===== config.mk =====
export PLATFORM = sky130hd
export DESIGN_NAME = frsim_step_ctrl
export DESIGN_NICKNAME = d
export VERILOG_FILES = /design/src/rtl/frsim_step_ctrl.sv
export SDC_FILE = /design/constraint.sdc
export NUM_CORES = 1
export LEC_CHECK = 0
export ABC_AREA = 1
export CORE_ASPECT_RATIO = 1.5
export CORE_MARGIN = 2
export CORE_UTILIZATION = 47
export DETAILED_ROUTE_END_ITERATION = 12
export PLACE_DENSITY = 0.88
export SLEW_MARGIN = 10
export SYNTH_ARGS = -nofsm -noshare
export SYNTH_HDL_FRONTEND = slang
export SYNTH_SLANG_ARGS = --single-unit

===== constraint.sdc =====
create_clock -name clk -period 2.1 [get_ports clk]
set_input_delay 0.21 -clock clk [delete_from_list [all_inputs] [get_ports clk]]
set_output_delay 0.21 -clock clk [all_outputs]
set_load 0.03 [all_outputs]

===== src/rtl/frsim_step_ctrl.sv =====
// frsim_step_ctrl: host-sequenced step controller for co-simulation.
// It accepts RUN/PAUSE/RESUME/ABORT commands and emits a divided step
// enable (tick), a phase toggle, and a completion pulse with an abort flag.
// Optional lifetime tick counter: define FRSIM_STEP_STATS_EN to build it.
module frsim_step_ctrl #(
    parameter int CNT_W = 16,
    parameter int DIV_W = 4
) (
    input  logic             clk,
    input  logic             rst_n,
    input  logic             cmd_valid,
    input  logic [1:0]       cmd_op,
    input  logic [CNT_W-1:0] cmd_cycles,
    input  logic [DIV_W-1:0] div_ratio,
    output logic             tick,
    output logic             phase,
    output logic             busy,
    output logic             done,
    output logic             aborted,
    output logic             cmd_err,
    output logic [CNT_W-1:0] cycles_left,
    output logic [31:0]      total_ticks
);

    localparam logic [1:0] OP_RUN    = 2'd0;
    localparam logic [1:0] OP_PAUSE  = 2'd1;
    localparam logic [1:0] OP_RESUME = 2'd2;
    localparam logic [1:0] OP_ABORT  = 2'd3;

    typedef enum logic [1:0] {
        S_IDLE,
        S_RUN,
        S_PAUSED
    } state_t;

    state_t           state;
    logic [DIV_W-1:0] div_cnt;
    logic [DIV_W-1:0] ratio;
    logic             finishing;
    logic             halt_req;
    logic             tick_now;

    // In RUN, cycles_left==0 means the last tick has just been emitted, so the
    // following clock is spent retiring the run. A PAUSE or ABORT taking effect
    // at an edge suppresses any tick that edge would otherwise produce.
    assign finishing = (state == S_RUN) && (cycles_left == '0);
    assign halt_req  = cmd_valid && ((cmd_op == OP_PAUSE) || (cmd_op == OP_ABORT));
    assign tick_now  = (state == S_RUN) && !finishing && !halt_req && (div_cnt == ratio);

    // Command decode, divider, step countdown and all registered status outputs.
    always_ff @(posedge clk or negedge rst_n) begin
        if (!rst_n) begin
            state       <= S_IDLE;
            div_cnt     <= '0;
            ratio       <= '0;
            tick        <= 1'b0;
            phase       <= 1'b0;
            busy        <= 1'b0;
            done        <= 1'b0;
            aborted     <= 1'b0;
            cmd_err     <= 1'b0;
            cycles_left <= '0;
        end else begin
            tick    <= 1'b0;
            done    <= 1'b0;
            aborted <= 1'b0;
            cmd_err <= 1'b0;
            case (state)
                S_IDLE: begin
                    if (cmd_valid) begin
                        if (cmd_op == OP_RUN) begin
                            if (cmd_cycles != '0) begin
                                cycles_left <= cmd_cycles;
                                ratio       <= div_ratio;
                                div_cnt     <= '0;
                                state       <= S_RUN;
                                busy        <= 1'b1;
                            end else begin
                                done <= 1'b1;
                            end
                        end else begin
                            cmd_err <= 1'b1;
                        end
                    end
                end
                S_RUN: begin
                    if (finishing) begin
                        state <= S_IDLE;
                        busy  <= 1'b0;
                        done  <= 1'b1;
                    end else if (cmd_valid && (cmd_op == OP_PAUSE)) begin
                        state <= S_PAUSED;
                    end else if (cmd_valid && (cmd_op == OP_ABORT)) begin
                        state   <= S_IDLE;
                        busy    <= 1'b0;
                        done    <= 1'b1;
                        aborted <= 1'b1;
                    end else begin
                        if (cmd_valid) begin
                            cmd_err <= 1'b1;
                        end
                        if (tick_now) begin
                            div_cnt     <= '0;
                            tick        <= 1'b1;
                            phase       <= ~phase;
                            cycles_left <= cycles_left - CNT_W'(1);
                        end else begin
                            div_cnt <= div_cnt + DIV_W'(1);
                        end
                    end
                end
                S_PAUSED: begin
                    if (cmd_valid) begin
                        if (cmd_op == OP_RESUME) begin
                            state <= S_RUN;
                        end else if (cmd_op == OP_ABORT) begin
                            state   <= S_IDLE;
                            busy    <= 1'b0;
                            done    <= 1'b1;
                            aborted <= 1'b1;
                        end else begin
                            cmd_err <= 1'b1;
                        end
                    end
                end
                default: begin
                    state <= S_IDLE;
                    busy  <= 1'b0;
                end
            endcase
        end
    end

`ifdef FRSIM_STEP_STATS_EN
    // Lifetime tick counter, aligned with tick and saturating at all-ones.
    always_ff @(posedge clk or negedge rst_n) begin
        if (!rst_n) begin
            total_ticks <= '0;
        end else if (tick_now && (total_ticks != 32'hFFFF_FFFF)) begin
            total_ticks <= total_ticks + 32'd1;
        end
    end
`else
    assign total_ticks = '0;
`endif

endmodule


Word-level counts from Yosys, hierarchy flattened
Cells that the tools add are included.
Widths: inputs -> output; s select.

storage, ports and cells
  bits of input ports = 25
  word-level logic and storage cells = 120
  output and inout bits = 54
  flip-flop bits (word level) = 32

cells by class
  equal/unequal tests = 20
  muxes and demuxes = 63
  add/subtract/negate cells = 2
  reductions and logical operators = 21
  bitwise operators = 4

operators with widths
  kind                   number
  $mux 16                7
  $mux 1                 33
  $pmux 16 s2            1
  $mux 4                 7
  $ne 2x2->1 const B     10
  $mux 2                 9
  $logic_not 16->1       1
  $reduce_and 8->1       2
  $reduce_bool 16->1     1
  $sub 16x1->16 const B  1
  $pmux 1 s3             3
  $pmux 4 s2             1
  $logic_and 1x1->1      7
  $reduce_and 7->1       1
  $eq 2x2->1 const B     3
  $ne 3x3->1 const B     2
  $pmux 2 s3             1
  $reduce_and 6->1       1
  $reduce_and 5->1       1
  $add 4x1->4 const B    1
  $eq 2x1->1 const B     2
  $eq 4x4->1             1
  $logic_not 2->1        2
  $ne 4x2->1 const B     1
  7 further kinds        11

Depth between registers and ports, before layout
Gate-level depths: netlist (run 1).

  depth in word-level cells = 11
  gate-level depth with buffers = 12
  depth with buffers taken out = 11

Least setup slack after synthesis (run 1)
OpenSTA, ideal clock, no wires.

  path type = register to register
  start = register cycles_left[0]
  end = register cycles_left[0]
  setup time = 118 ps
  required time = 1982 ps
  slack = 280 ps
  path buffers = 1
  period minus slack after synthesis = 1820 ps
  arrival time = 1702 ps
  cell stages (with the launch flop) = 11
  path through = dfrtp_1 inv_1 ha_1 nand3_2 nor2_2 nand3_2 nand2_2 nor2_8 buf_4 nand3_1 nand2_1

between the ends
  word-level cells in the longest chain between the ends = 8
  elaborated cells between the ends (all ways) = 15
  those cells by class = 1 x add/sub; 2 x eq/ne; 5 x mux; 7 x reduce/logical

RTL lines
  item                                                                   RTL line  text
  start: declaration                                                     21        output logic [CNT_W-1:0] cycles_left,
  start signal: assignment                                               73        cycles_left <= cmd_cycles;
  start signal: assignment                                               106       cycles_left <= cycles_left - CNT_W'(1);
  parallel branches: the longest is 8 deep, another holds $sub 16x1->16  -

Parallel ways; which one is timed is not known. The select of a mux whose other input is x is not followed.
A chain may end at the register's enable or synchronous reset.

Worst setup path in the final report (run 1)
  start = register state[0]
  end = register cycles_left[15]

between the ends
  word-level cells in the longest chain between the ends = 8
  elaborated cells between the ends (all ways) = 17
  those cells by class = 8 x eq/ne; 1 x mux; 8 x reduce/logical

RTL lines
  item                             RTL line    text
  start: declaration               36          state_t state;
  start signal: assignment         53          state <= S_IDLE;
  start signal: assignment         76          state <= S_RUN;
  start signal: assignment         88          state <= S_IDLE;
  $eq 2x1->1                       46, 48, 68
  $logic_and 1x1->1                46          assign finishing = (state == S_RUN) && (cycles_left == '0);
  $logic_not 1->1                  48          assign tick_now = (state == S_RUN) && !finishing && !halt_req && (div_cnt == ratio);
  $logic_and 1x1->1 (3 in series)  48
  $ne 2x2->1 (no line)             -
  $reduce_and 8->1 (no line)       -

Several ways; a longest one is shown, not always the timed one.

==> results.sh, run 1 <==
export IMPL_status="complete, no violations"
export IMPL_dieArea_um2=6010
export IMPL_cts_tree="done"
export IMPL_cp_startpoint="state[0]"
export IMPL_numPortBuffers=46
export IMPL_yosysWarnings=0
export IMPL_powerDensity_nw_per_um2=1470
export IMPL_syn_inst=368
export IMPL_postCtsHoldBufs=0
export IMPL_clock_skew_ns=0.00614
export IMPL_yosysUniqueCellTypes=33
export IMPL_dpl_hpwl_um=4400
export IMPL_synth_top_area_share_pct=31.6
export IMPL_clock_fmax_ghz=0.525
export IMPL_slowest_delay_ns=0.41
export IMPL_drtAntennaViolNets=0
export IMPL_netlist_top_cells_area="dfrtp_1 32%, nand2_1 18%, buf_4 9.8%"
export IMPL_rrSetupSlack_ns=0.19
export IMPL_n_antenna_cell=0
export IMPL_postRouteWirelength_um=5820
export IMPL_worst_skew_pair_late_latency_ns=0.29
export IMPL_critPathCaptureType="flip-flop"
export IMPL_yosys_register_bits=32
export IMPL_postCtsSetupBuffers=0
export IMPL_yosys_area_top_type="dfrtp_1"
export IMPL_arrival_ns=2.08
export IMPL_r2r_start="state[0]"
export IMPL_fin_ws_ns=0.194
export IMPL_fin_crit_ns=1.91
export IMPL_cp_required_ns=2.28
export IMPL_initial_core_util_pct=49.1
export IMPL_clock_sinks=32
export IMPL_ys_async_sr_fraction_pct=100
export IMPL_avgRoutedWirePerCell_um=12.0
export IMPL_gp_congestion=0.994
export IMPL_synth_seq_area_share_pct=31.6
export IMPL_htree_levels=2
export IMPL_numCtsBuffers=5
export IMPL_grt_max_degree=33
export IMPL_ir_drop_mv=0.681
export IMPL_vias=2419
export IMPL_placed_area_um2=2930
export IMPL_timing_setup_critical_path_class="flip-flop to flip-flop"
export IMPL_drtIter0Drc=141
export IMPL_total_leakage_power_nw=1.57
export IMPL_worstSetupStartpointType="flip-flop"
export IMPL_place_worst_setup_slack_ns=0.227
export IMPL_crit_chain="inv_1 -> ha_1 -> nand2_1 -> a22oi_2 -> nand2_2 -> nor2_8 -> nand2_8 -> nand2_1 -> nand2_1"
export IMPL_synth_most_common_cell="nand2_1"
export IMPL_p_total_mw=4.44
export IMPL_synth_enable_flop_cells=0
export IMPL_area_growth_pct=19.4
export IMPL_critPathMostFrequentCell="nand2_1"
export IMPL_vias_per_cell=4.99
export IMPL_grt_pass1_wl_um=9600
export IMPL_crit_end="cycles_left[15]"
export IMPL_drc_errors=0
export IMPL_die_w_um=64.0
export IMPL_clk_path_buf_depth=2
export IMPL_grt_pass1_vias=2209
export IMPL_synth_ff_type="dfrtp_1"
export IMPL_core_um2=5160
export IMPL_cts_resized=0
export IMPL_root_buffer="clkbuf_8"
export IMPL_postSynthAreaPerCell_um2=6.89
export IMPL_cpMaxStageDelayCell="dfrtp_1"
export IMPL_grt_usage_pct=20.3
export IMPL_hold_viol=0
export IMPL_fin_crit_sh_pct=90.7
export IMPL_grt_overflow=0
export IMPL_slew_violations=0
export IMPL_mappedNetlistArea_um2=2530
export IMPL_clkTransAtPathRegs_ns=0.07
export IMPL_final_area_um2=3030
export IMPL_final_nets=448
export IMPL_die_y_um=93.9
export IMPL_cap_violations=0
export IMPL_antenna_found_initial=0
export IMPL_rr_endpoint="cycles_left[15]"
export IMPL_min_path_type="input port to asynchronous set/reset pin"
export IMPL_reg2reg_depth=9
export IMPL_synthTopCellsByCount="122 x nand2_1, 44 x nand3_1, 37 x nor2_1"
export IMPL_drive_above_1_share_pct=6.47
export IMPL_first_pass_iters=8
export IMPL_setup_violations_final=0
export IMPL_fin_tns_setup_ns=0
export IMPL_rows=32
export IMPL_path_max_fanout=17
export IMPL_io_pin_count=79
export IMPL_rsz0062_at_grt="no"
[placed cells by master, fill, tap and decap left out, drive strengths merged]
cell / Yosys / layout
inv: 35 / 35
nand4: 1 / 1
nor2: 41 / 41
a211oi: 1 / 1
a22oi: 1 / 1
ha: 6 / 6
buf: 36 / 4
nand2: 127 / 127
xnor2: 5 / 5
nand3b: 1 / 1
o21ai: 15 / 15
xor2: 2 / 2
nor3: 2 / 2
dfrtp: 32 / 32
o21bai: 2 / 2
mux2: 4 / 4
clkdlybuf4s50: 0 / 46
nand3: 47 / 47
a21oi: 6 / 6
clkbuf: 3 / 7
conb: 1 / 32
[cell type report]
cell class | count | area, um2
Fill cell | 455 | 2140
Multi-Input combinational cell | 293 | 1420
Sequential cell | 32 | 801
Timing Repair Buffer | 50 | 490
Inverter | 35 | 134
Clock buffer | 7 | 96.3
Tap cell | 68 | 85.1
[flip-flops by register name, indices dropped and copies added (netlist names)]
| name | flops |
|---|---|
| cmd_err | 1 |
| aborted | 1 |
| div_cnt | 4 |
| busy | 1 |
| ratio | 4 |
| done | 1 |
| state | 2 |
| tick | 1 |
| phase | 1 |
| cycles_left | 16 |
[power by group]
part | switching (mW) | internal (mW)
sequential | 0.282 | 0.865
combinational | 1.80 | 0.986
clock | 0.216 | 0.291
[routing by layer]
metal	vias up	global-route usage, %	wire, um
li1	1192	-	-
met4	0	11.2	218
met5	-	0	0
met3	20	3.48	329
met1	1102	20.4	2080
met2	105	38.5	3200
[metrics by stage]
stage               instances  hold slack, ns  util (%)
CTS                       485           0.339      58.6
global route              485           0.360      58.6
floorplan                 399         -0.0856         -
detailed placement        478           0.466      56.7
finish                    485           0.316      58.6
global placement          478           0.465      56.7
[cells by family (layout without fill, tap and decap cells)]
kind of cell / Yosys count / after routing / synth area share, %
compound gates: 25 / 25 / 5.53
xor+xnor: 7 / 7 / 2.42
fa+ha+maj: 6 / 6 / 2.96
buf+inv: 74 / 92 / 17.0
flops: 32 / 32 / 31.6
mux: 4 / 4 / 1.78
other cells: 1 / 32 / 0.148
simple gates: 219 / 219 / 38.6
[critical path, delay by kind of cell (launching register included)]
kind | cells | cell delay [ns]
simple gates | 6 | 0.80
flops | 1 | 0.41
fa+ha+maj | 1 | 0.30
compound gates | 1 | 0.19
buf+inv | 1 | 0.10
[worst min-delay path by stage]
stage	from	end	cells past startpoint
final	rst_n	state[0]	2
after global placement	phase	phase	1
after CTS	rst_n	div_cnt[1]	2
after global routing	rst_n	state[0]	2
after floorplan	rst_n	aborted	0
after detailed placement	phase	phase	1
Power figures use the tool's default switching activity.
==> inputs of run 2 (changes only) <==
--- a/config.mk
+++ b/config.mk
@@ -6,11 +6,12 @@
 export NUM_CORES = 1
 export LEC_CHECK = 0
 export ABC_AREA = 1
+export CAP_MARGIN = 20
 export CORE_ASPECT_RATIO = 1.5
 export CORE_MARGIN = 2
-export CORE_UTILIZATION = 47
+export CORE_UTILIZATION = 43
 export DETAILED_ROUTE_END_ITERATION = 12
-export PLACE_DENSITY = 0.88
+export PLACE_DENSITY = 0.85
 export SLEW_MARGIN = 10
 export SYNTH_ARGS = -nofsm -noshare
 export SYNTH_HDL_FRONTEND = slang
==> constraint.sdc (replaced) <==
create_clock -name clk -period 1.6 [get_ports clk]
set_input_delay 0.16 -clock clk [delete_from_list [all_inputs] [get_ports clk]]
set_output_delay 0.16 -clock clk [all_outputs]
set_load 0.03 [all_outputs]
==> results.sh, run 2 (synthesis gave the netlist of run 1 again) <==
export IMPL_dp_cells=516
export IMPL_drtAntennaViolNets=0
export IMPL_final_area_um2=3730
export IMPL_place_worst_setup_slack_ns=-0.274
export IMPL_dpl_hpwl_um=5030
export IMPL_numCtsBuffers=5
export IMPL_final_cell_count_no_fill=545
export IMPL_grt_pass1_wl_um=11800
export IMPL_critPathBufInv=1
export IMPL_layout_commonest_cell="nand2_1"
export IMPL_fillCellCount=458
export IMPL_grt_max_degree=33
export IMPL_antenna_found_initial=0
export IMPL_io_pin_count=79
export IMPL_final_nets=503
export IMPL_dieArea_um2=6540
export IMPL_vias=2767
export IMPL_fin_tns_setup_ns=-1.40
export IMPL_die_w_um=66.7
export IMPL_numPortBuffers=46
export IMPL_powerDensity_nw_per_um2=2030
export IMPL_hold_viol=0
export IMPL_cp_required_ns=1.78
export IMPL_ir_drop_mv=0.861
export IMPL_first_pass_iters=4
export IMPL_fin_crit_sh_pct=108
export IMPL_grt_usage_pct=23.5
export IMPL_grt_overflow=0
export IMPL_worstSetupStartpointType="flip-flop"
export IMPL_slew_violations=0
export IMPL_die_y_um=98.0
export IMPL_clock_sinks=32
export IMPL_fin_crit_ns=1.73
export IMPL_placed_area_um2=3240
export IMPL_status="finished, violations left"
export IMPL_whs_ns=0.276
export IMPL_clk_path_buf_depth=2
export IMPL_final_cell_mix="109 x nand2_1, 51 x buf_4, 32 x nor2_1, 32 x nand3_1, 32 x conb_1"
export IMPL_cap_violations=0
export IMPL_gp_congestion=0.826
export IMPL_drive_above_1_share_pct=27.9
export IMPL_core_um2=5740
export IMPL_min_path_type="input port to asynchronous set/reset pin"
export IMPL_area_growth_pct=47.3
export IMPL_setup_violations_final=19
export IMPL_postRouteWirelength_um=7850
export IMPL_avgRoutedWirePerCell_um=14.4
export IMPL_violations="setup timing"
export IMPL_rsz0062_at_grt="yes"
export IMPL_n_antenna_cell=0
export IMPL_postLayoutCoreUtil_pct=65.0
export IMPL_p_total_mw=7.58
export IMPL_reg_top3="cycles_left: 16 flops, div_cnt: 4 flops, ratio: 4 flops"
export IMPL_htree_levels=2
export IMPL_initial_core_util_pct=44.1
export IMPL_fin_ws_ns=-0.129
export IMPL_crit_family="simple AND/OR/NAND/NOR gates"
export IMPL_vias_per_cell=5.08
export IMPL_cpMaxStageDelayCell="dfrtp_1"
export IMPL_largest_register="cycles_left"
export IMPL_crit_chain="nor2_2 -> nand2_2 -> nor2_4 -> nand2_4 -> nand3_4 -> nand2_8 -> buf_6 -> nand3_1 -> nand2_2"
export IMPL_path_max_fanout=6
export IMPL_clock_skew_ns=0.00787
export IMPL_rows=34
export IMPL_clock_fmax_ghz=0.578
export IMPL_total_leakage_power_nw=1.96
export IMPL_cts_tree="done"
export IMPL_arrival_ns=1.91
export IMPL_critPathCaptureType="flip-flop"
export IMPL_root_buffer="clkbuf_8"
export IMPL_clkTransAtPathRegs_ns=0.07
export IMPL_worst_skew_pair_late_latency_ns=0.29
export IMPL_grt_pass1_vias=2631
export IMPL_drtIter0Drc=150
export IMPL_slowest_delay_ns=0.46
export IMPL_timing_setup_critical_path_class="flip-flop to flip-flop"
export IMPL_critPathMostFrequentCell="nand2_2"
export IMPL_drc_errors=0
export IMPL_largest_reg_flops=16
[run 2: worst register-to-register path, cell delays in order (launching register included)]
cell     delay (ns)
dfrtp_1        0.46
nor2_2         0.19
nand2_2        0.10
nor2_4         0.20
nand2_4        0.09
nand3_4        0.12
nand2_8        0.10
buf_6          0.14
nand3_1        0.14
nand2_2        0.08
[run 2: path summary, 6_finish.rpt]
kind / start / end / slack (ns) / cells after the start
hold reg to reg: phase / phase / 0.48 / 1
setup reg to reg: cycles_left[6] / cycles_left[12] / -0.13 / 9
setup / recovery: cycles_left[6] / cycles_left[12] / -0.13 / 9
min in group clk: div_ratio[1] / ratio[1] / 0.45 / 2
hold / removal: rst_n / cycles_left[4] / 0.28 / 2
max in group asynchronous: rst_n / state[0] / 0.98 / 2
[run 2: power breakdown]
group,switching (mW),internal [mW],total [mW]
Clock,0.303,0.462,0.764
Combinational,3.23,2.14,5.37
Sequential,0.297,1.15,1.44
Total,3.83,3.75,7.58
[run 2: area by class of cell]
type	instances	area, um2	area share (%)
clock buffer	6	72.6	1.95
clock inverter	2	35.0	0.939
inverter	35	136	3.66
multi-input combinational	294	1670	44.7
sequential	32	808	21.7
tap	72	90.1	2.41
timing repair buffer	104	922	24.7
[run 2: metal layers]
layer | vias up | global-route usage, % | share of wire (%)
met5 | - | 0 | 0
met4 | 0 | 12.2 | 4.8
met3 | 30 | 3.57 | 5.9
met2 | 144 | 44.4 | 56
met1 | 1285 | 23.6 | 34
li1 | 1308 | - | -
[run 2: timing repair]
| item | 4_1_cts | 5_1_grt |
|---|---|---|
| setup buffers | 16 | 5 |
| gates resized for setup | 45 | 32 |
| hold buffers | 0 | 0 |
| endpoints found under the setup margin | 39 | 32 |
| gates cloned | 1 | 0 |
| pin swaps | 38 | 18 |
